[config.mk]
export PLATFORM = sky130hd
export DESIGN_NAME = program_loader
export DESIGN_NICKNAME = d
export VERILOG_FILES = /design/src/rtl/program_loader.sv
export SDC_FILE = /design/constraint.sdc
export NUM_CORES = 1
export LEC_CHECK = 0
export CAP_MARGIN = 15
export CORE_ASPECT_RATIO = 0.5
export CORE_UTILIZATION = 50
export DETAILED_ROUTE_END_ITERATION = 8
export PLACE_DENSITY_LB_ADDON = 0.3
export SYNTH_ARGS = -nofsm -noshare
export SYNTH_HDL_FRONTEND = slang
export SYNTH_SLANG_ARGS = --single-unit
[constraint.sdc]
create_clock -name i_clk -period 1.86 [get_ports i_clk]
set_input_delay 0.372 -clock i_clk [delete_from_list [all_inputs] [get_ports i_clk]]
set_output_delay 0.372 -clock i_clk [all_outputs]
set_load 0.005 [all_outputs]
[src/rtl/program_loader.sv]
// Byte-stream program loader: assembles 16-bit words from a valid/ready byte stream,
// writes them to instruction memory, checks an XOR checksum and releases the CPU.
module program_loader #(
  parameter int ADDR_WIDTH = 8
) (
  input  logic                  i_clk,
  input  logic                  i_rst,
  input  logic                  i_start,
  input  logic [7:0]            i_byte,
  input  logic                  i_valid,
  output logic                  o_ready,
  output logic [ADDR_WIDTH-1:0] o_addr,
  output logic [15:0]           o_instr,
  output logic                  o_we,
  output logic                  o_cpu_rst,
  output logic                  o_done,
  output logic                  o_err
);

  // state  | meaning
  // IDLE   | waiting for first i_start after reset
  // COUNT  | accepting word-count byte (0 means 256)
  // HI     | accepting high byte of next word
  // LO     | accepting low byte of next word
  // WRITE  | one-cycle write pulse, then advance address
  // CSUM   | accepting checksum byte
  // RUN    | checksum good, CPU released
  // ERR    | checksum bad, CPU held in reset
  typedef enum logic [2:0] {
    S_IDLE, S_COUNT, S_HI, S_LO, S_WRITE, S_CSUM, S_RUN, S_ERR
  } state_t;

  state_t                r_state;
  logic [8:0]            r_remaining;
  logic [7:0]            r_csum;
  logic                  r_ready;
  logic [ADDR_WIDTH-1:0] r_addr;
  logic [15:0]           r_instr;
  logic                  r_we;
  logic                  r_cpu_rst;
  logic                  r_done;
  logic                  r_err;
  logic                  w_xfer;

  assign w_xfer = i_valid & r_ready;

  always_ff @(posedge i_clk or posedge i_rst) begin
    if (i_rst) begin
      r_state     <= S_IDLE;
      r_remaining <= '0;
      r_csum      <= '0;
      r_ready     <= 1'b0;
      r_addr      <= '0;
      r_instr     <= '0;
      r_we        <= 1'b0;
      r_cpu_rst   <= 1'b1;
      r_done      <= 1'b0;
      r_err       <= 1'b0;
    end else begin
      r_we <= 1'b0;
      case (r_state)
        S_IDLE, S_RUN, S_ERR: begin
          if (i_start) begin
            r_state   <= S_COUNT;
            r_addr    <= '0;
            r_csum    <= '0;
            r_done    <= 1'b0;
            r_err     <= 1'b0;
            r_cpu_rst <= 1'b1;
            r_ready   <= 1'b1;
          end
        end
        S_COUNT: begin
          if (w_xfer) begin
            r_remaining <= (i_byte == 8'd0) ? 9'd256 : {1'b0, i_byte};
            r_csum      <= i_byte;
            r_state     <= S_HI;
          end
        end
        S_HI: begin
          if (w_xfer) begin
            r_instr[15:8] <= i_byte;
            r_csum        <= r_csum ^ i_byte;
            r_state       <= S_LO;
          end
        end
        S_LO: begin
          if (w_xfer) begin
            r_instr[7:0] <= i_byte;
            r_csum       <= r_csum ^ i_byte;
            r_state      <= S_WRITE;
            r_we         <= 1'b1;
            r_ready      <= 1'b0;
          end
        end
        S_WRITE: begin
          // address wraps naturally; overflowing counts overwrite earlier words
          r_addr      <= r_addr + 1'b1;
          r_remaining <= r_remaining - 9'd1;
          r_state     <= (r_remaining == 9'd1) ? S_CSUM : S_HI;
          r_ready     <= 1'b1;
        end
        S_CSUM: begin
          if (w_xfer) begin
            r_ready <= 1'b0;
            if (i_byte == r_csum) begin
              r_state   <= S_RUN;
              r_cpu_rst <= 1'b0;
              r_done    <= 1'b1;
            end else begin
              r_state <= S_ERR;
              r_err   <= 1'b1;
            end
          end
        end
        default: begin
          r_state <= S_IDLE;
          r_ready <= 1'b0;
        end
      endcase
    end
  end

  assign o_ready   = r_ready;
  assign o_addr    = r_addr;
  assign o_instr   = r_instr;
  assign o_we      = r_we;
  assign o_cpu_rst = r_cpu_rst;
  assign o_done    = r_done;
  assign o_err     = r_err;

endmodule

==> metrics.log <==
[metrics] clock-pin slew on the worst setup and hold paths: 0.10 ns
[metrics] Syn. warnings: 0
[metrics] number of maximum-capacitance violations: 0
[metrics] Top Family by Delay on Critical Path: buffers and inverters
[metrics] Clock H-tree levels: 2
[metrics] number of hold buffers added after CTS: 0
[metrics] antenna cell count: 0
[metrics] critical setup path kind: flip-flop to primary output
[metrics] unrepaired setup endpoints after global routing: false
[metrics] CP Data Required Time: 1.49 ns
[metrics] Port-buffer cells: 40
[metrics] worst-case headroom to the max-slew limit: 70.2%
[metrics] effective utilization at floorplan: 52.8%
[metrics] total number of clock tree sinks: 49
[metrics] cells traversed along the worst timing path: clkdlybuf4s50_1
[metrics] setup fix buffers added after clock tree synthesis: 0
[metrics] minimum period implied by the final worst setup slack: 1.75 ns
[metrics] top achievable clock speed: 570 MHz
[metrics] net count after synthesis: 274
[metrics] proportion of synthesized chip area in sequential cells: 46.5%
[metrics] detailed placer's ending HPWL: 4770 um
[metrics] final weighted congestion in routability-driven placement: 0.836
[metrics] Levels on crit path: 1
[metrics] horizontal die dimension: 105 um
[metrics] Worst path max stage delay: 0.56 ns
[metrics] Mapped Cells: 259
[metrics] placed cell count: 393
[metrics] WL per Instance: 15.9 um
[metrics] Post-synth EDFFs: 0
[metrics] Final nets: 345
[metrics] count of different cell masters after synthesis: 58
[metrics] overall overflow remaining after global route: 0
[metrics] 1st-iter DRT viols: 158
[metrics] class of the tightest hold or removal check: primary input to async pin
[metrics] source-to-sink clock delay at the later pin of the worst-skew pair: 0.31 ns
[metrics] total number of vias: 2314
[metrics] combined buffer and inverter count along the critical path: 1
[metrics] endpoint kind of the worst setup timing path: primary output
[metrics] cells taking the most area after synthesis: sky130_fd_sc_hd__dfrtp_1, sky130_fd_sc_hd__mux2_2, sky130_fd_sc_hd__nor2_1
[metrics] post-route DRC violation count: 0
[metrics] Post-Syn Area: 0.00264 mm^2
[metrics] register bit count reported by yosys: 49
[metrics] run status: complete, no violations
[metrics] share of the cycle needed by the critical path after routing: 94.3%
[metrics] total track usage: 24.9%
[metrics] Tightest Pin Transition: 0.447 ns
[metrics] floorplan row count: 18
[metrics] cell type with the highest aggregate area in the netlist: sky130_fd_sc_hd__dfrtp_1
[metrics] count of cells along the worst register-to-register path: 4
[metrics] final setup skew: 0.00626 ns
[metrics] critical path launch point type: flip-flop
[metrics] die area: 0.00559 mm^2
[metrics] number of top-level design ports: 41
[metrics] antenna violations before repair: 0
[metrics] leakage dissipation: 1.51 nW
[metrics] share of Yosys cell area claimed by the top area cell type: 45.5%
[metrics] crit-path max FO: 7
[metrics] TNS Setup: 0 ns
[metrics] share of cells above drive strength 1: 22.7%
[metrics] Setup-failing EPs final: 0
[metrics] height of the die: 53.4 um
[metrics] pin count of the biggest net entering global routing: 24
[metrics] Max clock buf depth: 2
[metrics] asr flop ratio synth: 100%
[metrics] total routed wirelength: 6390 um
[metrics] clock tree from TritonCTS: built
[metrics] antenna viol nets, final: 0
[metrics] layout overhead on the synthesized area: 30.6%
[metrics] drt first pass iters: 4
[metrics] hold violation total from the final report: 0
[metrics] total power density per cell area: 1420 mW/mm^2
[metrics] Worst path slowest cell: sky130_fd_sc_hd__clkdlybuf4s50_1
[metrics] post_cts resized: 0
[metrics] vias per std cell: 5.77
[metrics] global-route wire length before repair: 10500 um
[metrics] post-route non-filler standard cell count: 401
[metrics] cell at the root of the clock tree: sky130_fd_sc_hd__clkbuf_8
[metrics] number of global-route vias before repair: 2185
[metrics] area inside the core boundary: 0.00500 mm^2
[metrics] Peak supply drop: 0.770 mV
[metrics] number of pins with negative max-slew slack in the final report: 0
[metrics] Synth Area per Inst: 10.2 um^2
[metrics] Top FF cell, synth: sky130_fd_sc_hd__dfrtp_1
[metrics] Worst EP arrival: 1.38 ns
[metrics] clock buffer count from CTS: 5
layer usage:
metal  wire length [um]  share of wire (%)  GRT usage (%)
met1               3000                 47           32.5
met2               3030                 47           43.8
met3                308                4.8           4.19
met4                 53               0.83           6.57
met5                  0                  0              0
cells in the mapped netlist, types with 4 or more instances:
cell type	number
sky130_fd_sc_hd__a21oi_1	13
sky130_fd_sc_hd__a22o_1	4
sky130_fd_sc_hd__and3_1	4
sky130_fd_sc_hd__buf_2	6
sky130_fd_sc_hd__dfrtp_1	48
sky130_fd_sc_hd__inv_1	8
sky130_fd_sc_hd__mux2_2	17
sky130_fd_sc_hd__mux2i_1	5
sky130_fd_sc_hd__nand2_1	23
sky130_fd_sc_hd__nand2b_1	4
sky130_fd_sc_hd__nand3_1	10
sky130_fd_sc_hd__nor2_1	27
sky130_fd_sc_hd__nor4_1	5
sky130_fd_sc_hd__o21ai_0	16
sky130_fd_sc_hd__xnor2_1	10
worst paths after layout:
check	slack [ns]	start	end
worst max-delay path	0.11	o_ready	o_ready
worst min-delay path	0.38	i_rst	o_instr[8]
worst max register to register	0.15	r_state[0]	r_csum[7]
worst min register to register	0.50	o_addr[7]	o_addr[7]
max in group asynchronous	0.98	i_rst	r_csum[2]
min in group i_clk	0.50	o_addr[7]	o_addr[7]
through the flow:
step / util, % / total power (W) / area (um^2) / hold WS (ns) / worst slack, ns
after floorplan: - / 0.00317 / 2640 / 0.469 / 0.297
after global placement: 66.9 / 0.00413 / 3350 / 0.462 / -0.0958
after detailed placement: 66.9 / 0.00421 / 3350 / 0.485 / -0.164
after CTS: 68.7 / 0.00488 / 3440 / 0.406 / 0.0610
after global routing: 68.9 / 0.00525 / 3450 / 0.426 / 0.0457
final: 68.9 / 0.00490 / 3450 / 0.382 / 0.106
worst register-to-register path, stage by stage (launching register included):
cell and delay, ns:
sky130_fd_sc_hd__dfrtp_1 0.55, sky130_fd_sc_hd__o211a_1 0.33, sky130_fd_sc_hd__a211oi_4 0.37, sky130_fd_sc_hd__nor4_1 0.10
sky130_fd_sc_hd__a211o_1 0.27
flip-flops by register name (all words and copies together) (netlist names):
register and flops:
o_addr 8, o_cpu_rst 1, o_done 1, o_err 1, o_instr 16, o_ready 1, o_we 1, r_csum 8
r_remaining 9, r_state 3
kinds of logic after synthesis:
logic type	Yosys count	synth area share [%]
AOI/OAI and AO/OA	61	16.4
xor gates and xnor gates	10	3.32
adders and majority gates	3	1.42
buffers and inverters	18	2.99
DFF	49	46.5
muxes	22	9.15
and+or+nand+nor	96	20.2
report_power, final:
group | total (W) | switching [W] | internal (W) | leakage [nW]
logic | 0.00225 | 0.000971 | 0.00128 | 0.852
registers | 0.00199 | 0.000492 | 0.00150 | 0.610
clock network | 0.000653 | 0.000385 | 0.000268 | 0.0445
area by class of cell:
cell class | instances | area, um^2
Fill cell | 398 | 1550
Inverter | 8 | 30.0
Timing Repair Buffer | 74 | 668
Clock inverter | 3 | 21.3
Multi-Input combinational cell | 192 | 1340
Sequential cell | 49 | 1230
Clock buffer | 5 | 68.8
Tap cell | 70 | 87.6
cell usage in the layout (no fill, tap or decap), types with 2 or more instances in the layout:
master,count
sky130_fd_sc_hd__a211o_1,2
sky130_fd_sc_hd__a21o_1,2
sky130_fd_sc_hd__a21oi_1,13
sky130_fd_sc_hd__a22o_1,4
sky130_fd_sc_hd__a31oi_1,2
sky130_fd_sc_hd__a32oi_1,2
sky130_fd_sc_hd__and2_1,3
sky130_fd_sc_hd__and3_1,4
sky130_fd_sc_hd__buf_4,33
sky130_fd_sc_hd__clkbuf_8,5
sky130_fd_sc_hd__clkdlybuf4s50_1,40
sky130_fd_sc_hd__dfrtp_1,47
sky130_fd_sc_hd__ha_1,3
sky130_fd_sc_hd__inv_1,7
sky130_fd_sc_hd__mux2_2,17
sky130_fd_sc_hd__mux2i_1,5
sky130_fd_sc_hd__nand2_1,23
sky130_fd_sc_hd__nand2b_1,4
sky130_fd_sc_hd__nand3_1,10
sky130_fd_sc_hd__nand4_1,2
sky130_fd_sc_hd__nor2_1,27
sky130_fd_sc_hd__nor2_4,2
sky130_fd_sc_hd__nor3_1,2
sky130_fd_sc_hd__nor4_1,5
sky130_fd_sc_hd__o211ai_1,3
sky130_fd_sc_hd__o21ai_0,16
sky130_fd_sc_hd__o21ai_1,2
sky130_fd_sc_hd__o31ai_1,2
sky130_fd_sc_hd__xnor2_1,10
No activity file was read; power rests on OpenSTA's default activity.
